**config.mk**
```make
export PLATFORM = sky130hd
export DESIGN_NAME = quad_step_decoder
export DESIGN_NICKNAME = d
export VERILOG_FILES = /design/src/rtl/quad_step_decoder.sv
export SDC_FILE = /design/constraint.sdc
export NUM_CORES = 1
export LEC_CHECK = 0
export CAP_MARGIN = 20
export CORE_MARGIN = 2
export CORE_UTILIZATION = 50
export CTS_CLUSTER_DIAMETER = 30
export DETAILED_ROUTE_END_ITERATION = 8
export GPL_TIMING_DRIVEN = 0
export HOLD_SLACK_MARGIN = 0.15
export PLACE_DENSITY = 0.69
export SYNTH_ARGS = -nofsm -noshare
export SYNTH_HDL_FRONTEND = slang
export SYNTH_SLANG_ARGS = --single-unit
```
**constraint.sdc**
```tcl
create_clock -name clk -period 2.7 [get_ports clk]
set_input_delay 0.54 -clock clk [delete_from_list [all_inputs] [get_ports clk]]
set_output_delay 0.54 -clock clk [all_outputs]
set_load 0.03 [all_outputs]
```
**src/rtl/quad_step_decoder.sv**
```systemverilog
// quad_step_decoder: turns a raw two-channel quadrature input into detent-sized
// step pulses plus a direction level, and flags illegal phase jumps.
// Pipeline: 2-flop synchroniser -> per-channel debounce -> phase compare ->
// signed quarter-step accumulator -> registered step/up_down/err outputs.
module quad_step_decoder #(
   parameter int DEB_CYCLES = 16,
   parameter int DETENT     = 4
) (
   input  logic clk,
   input  logic reset,
   input  logic en,
   input  logic a_in,
   input  logic b_in,
   output logic step,
   output logic up_down,
   output logic err
);

   localparam int CW = $clog2(DEB_CYCLES);
   // Four signed bits comfortably hold the largest range, -3..+3.
   localparam int AW = 4;
   localparam logic [CW-1:0]        DEB_LAST = CW'(DEB_CYCLES - 1);
   localparam logic signed [AW-1:0] ACC_MAX  = AW'(DETENT - 1);
   localparam logic signed [AW-1:0] ACC_MIN  = -ACC_MAX;
   localparam logic signed [AW-1:0] ACC_ONE  = AW'(1);

   // Synchroniser stages; a_s_q / b_s_q are the only copies used downstream.
   logic a_meta_q, a_meta_d, a_s_q, a_s_d;
   logic b_meta_q, b_meta_d, b_s_q, b_s_d;

   // Debounced levels and their stability counters.
   logic          a_deb_q, a_deb_d, b_deb_q, b_deb_d;
   logic [CW-1:0] a_cnt_q, a_cnt_d, b_cnt_q, b_cnt_d;

   // Phase tracking, accumulator and registered outputs.
   logic [1:0]          prev_q, prev_d;
   logic signed [AW-1:0] acc_q, acc_d;
   logic                step_q, step_d;
   logic                up_down_q, up_down_d;
   logic                err_q, err_d;

   logic [1:0] cur_phase;
   logic [1:0] delta;

   // Position of a phase along the up sequence 00 -> 10 -> 11 -> 01.
   function automatic logic [1:0] phase_pos(input logic [1:0] ph);
      case (ph)
         2'b00:   phase_pos = 2'd0;
         2'b10:   phase_pos = 2'd1;
         2'b11:   phase_pos = 2'd2;
         default: phase_pos = 2'd3;
      endcase
   endfunction

   // Shift both raw pins through two flops each.
   always_comb begin
      a_meta_d = a_in;
      a_s_d    = a_meta_q;
      b_meta_d = b_in;
      b_s_d    = b_meta_q;
   end

   // Channel A debounce: adopt the synchronised level only after it has
   // differed from the debounced level for DEB_CYCLES consecutive cycles.
   always_comb begin
      a_deb_d = a_deb_q;
      a_cnt_d = a_cnt_q;
      if (a_s_q == a_deb_q) begin
         a_cnt_d = '0;
      end else if (a_cnt_q == DEB_LAST) begin
         a_deb_d = a_s_q;
         a_cnt_d = '0;
      end else begin
         a_cnt_d = a_cnt_q + CW'(1);
      end
   end

   // Channel B debounce, identical to channel A.
   always_comb begin
      b_deb_d = b_deb_q;
      b_cnt_d = b_cnt_q;
      if (b_s_q == b_deb_q) begin
         b_cnt_d = '0;
      end else if (b_cnt_q == DEB_LAST) begin
         b_deb_d = b_s_q;
         b_cnt_d = '0;
      end else begin
         b_cnt_d = b_cnt_q + CW'(1);
      end
   end

   assign cur_phase = {a_deb_q, b_deb_q};
   // delta: 0 = no change, 1 = up quarter-step, 3 = down, 2 = both bits moved.
   assign delta     = phase_pos(cur_phase) - phase_pos(prev_q);

   // Decode the phase change and accumulate quarter-steps into detents.
   // prev always tracks the current phase so a disabled period never leaves
   // a stale phase behind; en=0 only freezes the accumulator and step.
   always_comb begin
      prev_d    = cur_phase;
      acc_d     = acc_q;
      step_d    = 1'b0;
      err_d     = 1'b0;
      up_down_d = up_down_q;
      case (delta)
         2'd1: begin
            if (en) begin
               if (acc_q == ACC_MAX) begin
                  acc_d     = '0;
                  step_d    = 1'b1;
                  up_down_d = 1'b1;
               end else begin
                  acc_d = acc_q + ACC_ONE;
               end
            end
         end
         2'd3: begin
            if (en) begin
               if (acc_q == ACC_MIN) begin
                  acc_d     = '0;
                  step_d    = 1'b1;
                  up_down_d = 1'b0;
               end else begin
                  acc_d = acc_q - ACC_ONE;
               end
            end
         end
         2'd2: begin
            err_d = 1'b1;
            if (en) begin
               acc_d = '0;
            end
         end
         default: begin
         end
      endcase
   end

   // All state registers; reset clears partial progress, direction defaults up.
   always_ff @(posedge clk or posedge reset) begin
      if (reset) begin
         a_meta_q  <= 1'b0;
         a_s_q     <= 1'b0;
         b_meta_q  <= 1'b0;
         b_s_q     <= 1'b0;
         a_deb_q   <= 1'b0;
         b_deb_q   <= 1'b0;
         a_cnt_q   <= '0;
         b_cnt_q   <= '0;
         prev_q    <= 2'b00;
         acc_q     <= '0;
         step_q    <= 1'b0;
         up_down_q <= 1'b1;
         err_q     <= 1'b0;
      end else begin
         a_meta_q  <= a_meta_d;
         a_s_q     <= a_s_d;
         b_meta_q  <= b_meta_d;
         b_s_q     <= b_s_d;
         a_deb_q   <= a_deb_d;
         b_deb_q   <= b_deb_d;
         a_cnt_q   <= a_cnt_d;
         b_cnt_q   <= b_cnt_d;
         prev_q    <= prev_d;
         acc_q     <= acc_d;
         step_q    <= step_d;
         up_down_q <= up_down_d;
         err_q     <= err_d;
      end
   end

   assign step    = step_q;
   assign up_down = up_down_q;
   assign err     = err_q;

endmodule

```
==> impl_metrics.json <==
{
  "htree_levels": 1,
  "p_leak_uw": 0.000617,
  "viasPerCell": 5.31,
  "antenna_left": 0,
  "rsz0062_at_grt": "no",
  "hold_viol_final": 0,
  "yosysWarnings": 0,
  "io_buffer_count": 7,
  "grt_usage": 0.149,
  "synth-seq-cells": 23,
  "clock_sinks": 23,
  "maxCapViolations": 0,
  "reg2reg_slack_ns": 0.58,
  "placed_cells": 138,
  "grt_max_degree": 24,
  "area_growth_pct": 11.4,
  "critical_path_arrival_ns": 2.31,
  "core_mm2": 0.00219,
  "netlist_area_mm2": 0.00115,
  "synth_cell_types": 33,
  "grt_pass1_vias": 748,
  "grt_pass1_wl_um": 3030,
  "path_clk_slew_ns": 0.11,
  "min_path_type": "flip-flop to flip-flop",
  "max_freq_ghz": 0.472,
  "path_buf_inv": 2,
  "whs_endpoint": "a_s_q$_DFF_PP0_",
  "cts-hold-fix-buffers": 0,
  "crit_family": "adder cells",
  "initial_core_util": 0.527,
  "syn_area_per_cell_um2": 11.2,
  "drt_iter0_drc": 4,
  "nFillCells": 199,
  "synth_edf_count": 0,
  "synthFlopType": "dfrtp_1",
  "worst_path_max_delay_cell": "dfrtp_1",
  "holdCritStartpoint": "a_meta_q$_DFF_PP0_",
  "p_seq_frac": 0.654,
  "min_path_cells": 0,
  "critPathRequiredTime_ns": 2.89,
  "combPwrFrac": 0.083,
  "gp_congestion": 0.829,
  "reg2reg_depth": 7,
  "worst_pin_slew_ns": 0.843,
  "drc_errors": 0,
  "yosysSeqAreaShare": 0.499,
  "criticalPathCategory": "flip-flop to flip-flop",
  "post-dp-hpwl_um": 1340,
  "p_per_area_mw_per_mm2": 440,
  "p_int_uw": 438,
  "clockBufferDepth": 2,
  "cts_buffers": 3,
  "clk-insertion-delay-late_ns": 0.30,
  "die_h_um": 52.1,
  "cts_resized": 0,
  "cp-start-kind": "flip-flop",
  "status": "finished, final reports clean",
  "syn_inst": 103,
  "cts_tree": "yes",
  "ios": 8,
  "cts_setup_buffers": 0,
  "fin_cells": 142,
  "fin_crit_sh": 0.784,
  "via_count": 754,
  "antenna_cells": 0,
  "fp.dieW_um": 52.1,
  "slew_violations": 0,
  "routed_wirelength_um": 1710,
  "ys_async_sr_fraction": 1.00,
  "path_max_fanout": 10,
  "dieArea_mm2": 0.00271,
  "crit_top_cell": "ha_1",
  "end_kind": "flip-flop",
  "drtPass1Iterations": 4,
  "gr-total-overflow": 0,
  "p_sw_uw": 128,
  "slew-limit-headroom": 0.437,
  "cts_root_buf": "clkbuf_4",
  "drive_above_1_share": 0.0789,
  "layout.nets": 130,
  "fp-row-count": 17,
  "crit_path_max_incr_delay_ns": 0.43,
  "tns_ns": 0,
  "r2r-end": "acc_q[2]$_DFFE_PP0P_",
  "p_clk_frac": 0.263,
  "vdd_ir_drop_max_v": 0.000265,
  "fin_skew_ns": 0.00690,
  "rr_startpoint": "a_deb_q$_DFFE_PP0P_",
  "switching_share": 0.226,
  "crit_chain": "inv_1 -> ha_1 -> ha_1 -> xnor3_1 -> buf_6 -> a211o_1 -> a32o_1",
  "period_minus_slack_ns": 2.12,
  "wire_per_inst_um": 12.0,
  "antenna_found_initial": 0,
  "finalSetupViolCount": 0,
  "syn-num-nets": 118
}
kinds of logic (layout without fill, tap and decap cells):
group	Yosys count	count (layout)	synth area share
and+or+nand+nor	30	30	0.130
DFF	23	23	0.499
AOI/OAI and AO/OA	19	19	0.119
adders and majority gates	10	10	0.108
buffers and inverters	10	21	0.0390
xor gates and xnor gates	6	6	0.0574
muxes	5	5	0.0466
layout make-up:
cell class	instances	area, um^2	area share
timing repair buffer	7	70.1	0.0545
clock buffer	4	26.3	0.0204
buffer	2	15.0	0.0117
tap	28	35.0	0.0272
sequential	23	577	0.448
inverter	8	30.0	0.0233
multi-input combinational	70	533	0.414
power groups by stage:
| stage | combinational [uW] | clock (uW) | sequential [uW] |
|---|---|---|---|
| 2_1_floorplan | 34.6 | 0 | 374 |
| 3_3_place_gp | 46.7 | 0 | 376 |
| 3_5_place_dp | 47.7 | 0 | 377 |
| 4_1_cts | 48.2 | 158 | 370 |
| 5_1_grt | 54.8 | 170 | 372 |
| 6_report | 47.2 | 149 | 370 |
per-layer routing:
layer,up-vias,track usage,wire length [um]
met1,363,0.180,803
met4,0,0.0702,14
met2,7,0.255,854
met5,-,0,0
li1,382,-,-
met3,2,0.0259,34
registers in the layout, indices dropped and copies added (netlist names):
register  flops
b_deb_q       1
a_s_q         1
acc_q         4
prev_q        2
b_cnt_q       4
b_meta_q      1
a_cnt_q       4
err           1
a_meta_q      1
a_deb_q       1
step          1
b_s_q         1
up_down       1
Yosys cell counts (2+ instances only):
| cell | number | area share |
|---|---|---|
| xnor2_1 | 4 | 0.030 |
| dfrtp_1 | 22 | 0.48 |
| nand3_1 | 5 | 0.022 |
| mux2i_1 | 2 | 0.017 |
| a21oi_1 | 3 | 0.013 |
| nor2_1 | 9 | 0.029 |
| a211o_1 | 2 | 0.015 |
| inv_1 | 8 | 0.026 |
| ha_1 | 10 | 0.11 |
| nor2b_1 | 4 | 0.022 |
| a311oi_1 | 3 | 0.023 |
| nand2_1 | 5 | 0.016 |
| nand2b_1 | 2 | 0.011 |
| mux2_2 | 3 | 0.029 |
| o21ai_0 | 3 | 0.013 |
stage by stage:
stage	instance area [um^2]	worst slack [ns]	power [uW]	hold slack, ns	utilization
floorplan	1150	0.701	408	0.331	-
global placement	1260	0.616	422	0.334	0.575
detailed placement	1260	0.572	424	0.335	0.575
CTS	1290	0.556	576	0.362	0.587
global route	1290	0.479	597	0.373	0.587
finish	1290	0.583	565	0.359	0.587
how the worst max path moves through the flow:
stage / startpoint / endpoint / slack [ns] / cells after the start
3_3_place_gp: a_deb_q$_DFFE_PP0P_ / acc_q[3]$_DFFE_PP0P_ / 0.62 / 7
2_1_floorplan: a_deb_q$_DFFE_PP0P_ / acc_q[2]$_DFFE_PP0P_ / 0.70 / 7
6_report: a_deb_q$_DFFE_PP0P_ / acc_q[2]$_DFFE_PP0P_ / 0.58 / 7
5_1_grt: a_deb_q$_DFFE_PP0P_ / acc_q[3]$_DFFE_PP0P_ / 0.48 / 7
4_1_cts: a_deb_q$_DFFE_PP0P_ / acc_q[3]$_DFFE_PP0P_ / 0.56 / 7
3_5_place_dp: a_deb_q$_DFFE_PP0P_ / acc_q[3]$_DFFE_PP0P_ / 0.57 / 7
cell usage in the layout (no fill, tap or decap), types with 2 or more instances in the layout:
cell              n
a211o_1           2
a21oi_1           3
a311oi_1          3
clkbuf_1          2
clkbuf_4          3
clkdlybuf4s50_1   7
dfrtp_1          22
ha_1             10
inv_1             8
mux2_2            3
mux2i_1           2
nand2_1           5
nand2b_1          2
nand3_1           5
nor2_1            9
nor2b_1           4
o21ai_0           3
xnor2_1           4
(Power assumes the default switching activity.)
==> variant 1, RTL diff (same flow settings) <==
Set the parameter `DEB_CYCLES` to 8 (it was 16).
--- a/src/rtl/quad_step_decoder.sv
+++ b/src/rtl/quad_step_decoder.sv
@@ -3,7 +3,7 @@
 // Pipeline: 2-flop synchroniser -> per-channel debounce -> phase compare ->
 // signed quarter-step accumulator -> registered step/up_down/err outputs.
 module quad_step_decoder #(
-   parameter int DEB_CYCLES = 16,
+   parameter int DEB_CYCLES = 8,
    parameter int DETENT     = 4
 ) (
    input  logic clk,
Formal check against the unedited RTL: no difference found for any inputs over 10 cycles, from zero or initial values and one cycle with reset high; that may be too few to reach the edited logic, so the function may still have changed.
==> variant 1 against the original RTL <==
- final area fell by 5.3%
- critical endpoint unchanged
- final cell count fell by 7.7%
- sequential cell count shrank 2
- wire length rose by 1.6%
- synthesized cell count fell by 9.7%
- sequential share of layout area fell by 1.6 points
- core utilization rose by 2.1 points
- setup slack worse by 0.37 ns
- largest cell class is now multi-input combinational cells
- area after synthesis is 5.9% lower
Power is left out: it rests on default switching activity, and per cell area and clock period it moved more than threefold.
==> variant 1: results (changes against the original RTL) <==
hold path start b_meta_q (was a_meta_q); vias post-DR 711 (was 754); Fin Clk Skew 0.006927 ns (was 0.006897 ns); Syn Inst Count 93 (was 103); Synth Area in XOR/XNOR 0.07135 (was 0.05742); register area share after synthesis 0.4845 (was 0.4995); top post-synthesis cells by area dfrtp_1 46%, ha_1 14%, inv_1 2.8%, dfstp_2 2.4%, xnor3_4 2.4% (was dfrtp_1 48%, ha_1 11%, xnor2_1 3.0%, nor2_1 2.9%, mux2_2 2.9%); pin count of the biggest net entering global routing 22 (was 24); status complete, no violations (unchanged); Post-DP Area 1191 um2 (was 1260 um2); Cells after DPL 127 (was 138); post-DP HPWL 1.256 mm (was 1.337 mm); GPL Wtd Cong 0.8513 (was 0.8286); total wire length 1.733 mm (was 1.706 mm); post-synthesis mux area share 0.03337 (was 0.04659); pre-CTS setup slack 0.2399 ns (was 0.5719 ns); Top Registers acc_q: 4 flops, a_cnt_q: 3 flops, b_cnt_q: 3 flops (was a_cnt_q: 4 flops, acc_q: 4 flops, b_cnt_q: 4 flops); synth unique cells 36 (was 33); Synth Area in Compound Gates 0.1001 (was 0.1192); Initial DRC Count 20 (was 4); measured slew at the worst slew-check pin 0.7774 ns (was 0.8435 ns); Mapped Nets 110 (was 118); post-synthesis adder-cell area fraction 0.1381 (was 0.1083); top cells by count, synth 20 x dfrtp_1, 12 x ha_1, 8 x inv_1 (was 22 x dfrtp_1, 10 x ha_1, 9 x nor2_1); number of global-route vias before repair 741 (was 748)
-- variant 1: cell count changes in the layout (fill, tap and decap cells not counted), sizes merged, moves of 2 or more --
cell and change:
nor2b -3, o2111ai +2, ha +2, and2 +4
nor3b +3, nand3 -3, or2 +2, nand2b -2
a211o -2, nor2 -6, xnor2 -3, dfrtp -2
a311oi -3
-- variant 1: critical path: stages (launching register included) --
cell and delay, ns:
dfrtp_1 0.42, inv_1 0.09, ha_1 0.30, ha_1 0.38
or4_1 0.53, or4b_1 0.48, o2111ai_1 0.09, a22o_1 0.15
-- variant 1: cells by family after synthesis --
| logic type | after synthesis |
|---|---|
| compound gates | 16 |
| mux | 3 |
| buf+inv | 8 |
| simple gates | 28 |
| flops | 21 |
| fa+ha+maj | 12 |
| xor+xnor | 5 |
-- variant 1: area by class of cell --
cell class	count	area (um2)	area share
Clock buffer	4	26.28	0.02158
Inverter	8	30.03	0.02467
Multi-Input combinational cell	64	530.5	0.4358
Sequential cell	21	526.8	0.4327
Tap cell	27	33.78	0.02775
Timing Repair Buffer	7	70.07	0.05755
-- variant 1: path summary, 6_finish.rpt --
check | endpoint | slack (ns) | depth (start not counted)
max in group asynchronous | b_deb_q | 1.56 | 2
min | b_s_q | 0.36 | 0
min reg2reg | b_s_q | 0.36 | 0
min in group asynchronous | err | 0.66 | 2
max | acc_q[2] | 0.22 | 7
max reg2reg | acc_q[2] | 0.22 | 7
-- variant 1: metal layers --
metal / part of all wire / vias up / GRT usage
met5: 0 / - / 0
met4: 0.025 / 0 / 0.09459
met3: 0.029 / 5 / 0.03571
met2: 0.44 / 12 / 0.2632
met1: 0.50 / 339 / 0.2417
li1: - / 355 / -
==> variant 2, RTL diff (config.mk and constraints unchanged) <==
Made on the original files. Reset style: synchronous (`reset`), changed in one clocked block.
--- a/src/rtl/quad_step_decoder.sv
+++ b/src/rtl/quad_step_decoder.sv
@@ -137,7 +137,7 @@
    end
 
    // All state registers; reset clears partial progress, direction defaults up.
-   always_ff @(posedge clk or posedge reset) begin
+   always_ff @(posedge clk) begin
       if (reset) begin
          a_meta_q  <= 1'b0;
          a_s_q     <= 1'b0;
Check against the original RTL: no difference found for any inputs over 10 cycles, from zero or initial values and one cycle with reset high; that may be too few to reach the edited logic, so the function may still have changed.
==> variant 2 against the original RTL <==
- final area rose by 1.4%
- die area rose by 0.60%
- critical endpoint is now acc_q[3]
- final cell count rose by 14%
- non-clock buffer count rose by 1
- sequential cell count did not move
- wire length rose by 12%
- area after synthesis rose by 0.65%
- core utilization rose by 0.23 points
- first-iteration DRC count rose by 50%
- setup slack got worse by 0.37 ns
Power is not compared: it rests on default switching activity, and its combinational part moved more than twofold at a synthesized area within 25%.
==> variant 2: results (changes against the original RTL) <==
status complete, no violations (unchanged); post-synthesis adder-cell area fraction 0.1399 (was 0.1083); top_reg_cell synth dfxtp_1 (was dfrtp_1); Worst path max stage delay 0.52 ns (was 0.43 ns); gr ovfl total 0 (unchanged); Lkg Pwr 0.5731 nW; share of layout cells above drive strength 1 0.1194 (was 0.07895); Syn Inst Count 123 (was 103); Worst-path clk slew 0.12 ns; synth unique cells 34 (was 33); top post-synthesis cells by area dfxtp_1 40%, ha_1 14%, nor2_1 5.2%, inv_1 3.6%, nor2b_1 3.2% (was dfrtp_1 48%, ha_1 11%, xnor2_1 3.0%, nor2_1 2.9%, mux2_2 2.9%); antenna violations before repair 0 (unchanged); top cells by count, synth 23 x dfxtp_1, 16 x nor2_1, 13 x ha_1 (was 22 x dfrtp_1, 10 x ha_1, 9 x nor2_1); hold path start b_meta_q (was a_meta_q); number of warnings issued by yosys 0 (unchanged); Clock Tree Buf Depth 2 (unchanged); Post-DP Area 1267 um2 (was 1260 um2); CP max FO 4 (was 10); Root Driver clkbuf_4 (unchanged); DR pass1 iterations 2 (was 4); Max-slew headroom 0.7973 (was 0.4371); vias post-DR 851 (was 754); # fillers 212 (was 199); Fin Clk Skew 0.006056 ns (was 0.006897 ns); Top delay family on crit path adder cells (unchanged); worst endpoint data arrival time 2.72 ns (was 2.31 ns); later-pin clock latency in the skew report 0.30 ns (about the same); vias per std cell 5.253 (was 5.310); Critical-path top delay cell or4_1 (was dfrtp_1); Initial DRC Count 6 (was 4); Cells after DPL 158 (was 138); GRT Resource Usage Total 0.1650 (was 0.1490); asr flop ratio synth 0 (was 1.000); Synth Area in Compound Gates 0.09688 (was 0.1192); maximum VDD drop 0.0002935 V; Final nets 153 (was 130); number of global-route vias before repair 837 (was 748); global-route wire length before repair 3.367 mm (was 3.029 mm); pre-CTS setup slack 0.07290 ns (was 0.5719 ns); pin count of the biggest net entering global routing 14 (was 24); GPL Wtd Cong 0.8089 (was 0.8286); register area share after synthesis 0.3961 (was 0.4995); post-synthesis mux area share 0.02583 (was 0.04659); CTS buffer count 3 (unchanged); Synth Area in XOR/XNOR 0.06028 (was 0.05742); post-DP HPWL 1.457 mm (was 1.337 mm); routed len/inst 11.75 um (was 12.01 um); CP startpoint a_deb_q (unchanged); Mapped Nets 141 (was 118)
-- variant 2: where the power goes --
| part | internal, mW | switching, mW | leakage (nW) |
|---|---|---|---|
| Clock | 0.0552 | 0.0973 | 0.0177 |
| Sequential | 0.344 | 0.00426 | 0.187 |
| Combinational | 0.0129 | 0.00986 | 0.369 |
-- variant 2: logic make-up (layout without fill, tap and decap cells) --
group / after synthesis / after routing
buffers and inverters: 14 / 25
muxes: 3 / 3
xor gates and xnor gates: 8 / 8
adders and majority gates: 13 / 13
and+or+nand+nor: 48 / 48
DFF: 23 / 23
AOI/OAI and AO/OA: 14 / 14
-- variant 2: timing repair --
| item | 4_1_cts | 5_1_grt |
|---|---|---|
| resized for setup | 0 | 2 |
| setup endpoints to repair | 0 | 2 |
| hold buffers | 0 | 0 |
-- variant 2: cell type report --
type                            count  area, um2  area share
Multi-Input combinational cell     86      641.9      0.4923
Sequential cell                    23      461.7      0.3541
Timing Repair Buffer                7      70.07     0.05374
Inverter                           11      41.29     0.03167
Tap cell                           28      35.03     0.02687
Buffer                              3      26.28     0.02015
Clock buffer                        3      22.52     0.01727
Clock inverter                      1      5.005    0.003839
-- variant 2: layer usage --
| metal | vias to the layer above | part of all wire | global-route usage |
|---|---|---|---|
| li1 | 440 | - | - |
| met1 | 403 | 0.48 | 0.2072 |
| met2 | 6 | 0.49 | 0.2785 |
| met3 | 2 | 0.021 | 0.03429 |
| met4 | 0 | 0.0068 | 0.05983 |
| met5 | - | 0 | 0 |
-- variant 2: worst paths after layout --
path / cells after the start / slack [ns] / end
setup / recovery: 9 / 0.21 / acc_q[3]
hold / removal: 1 / 0.45 / b_s_q
setup reg to reg: 9 / 0.21 / acc_q[3]
hold reg to reg: 1 / 0.45 / b_s_q
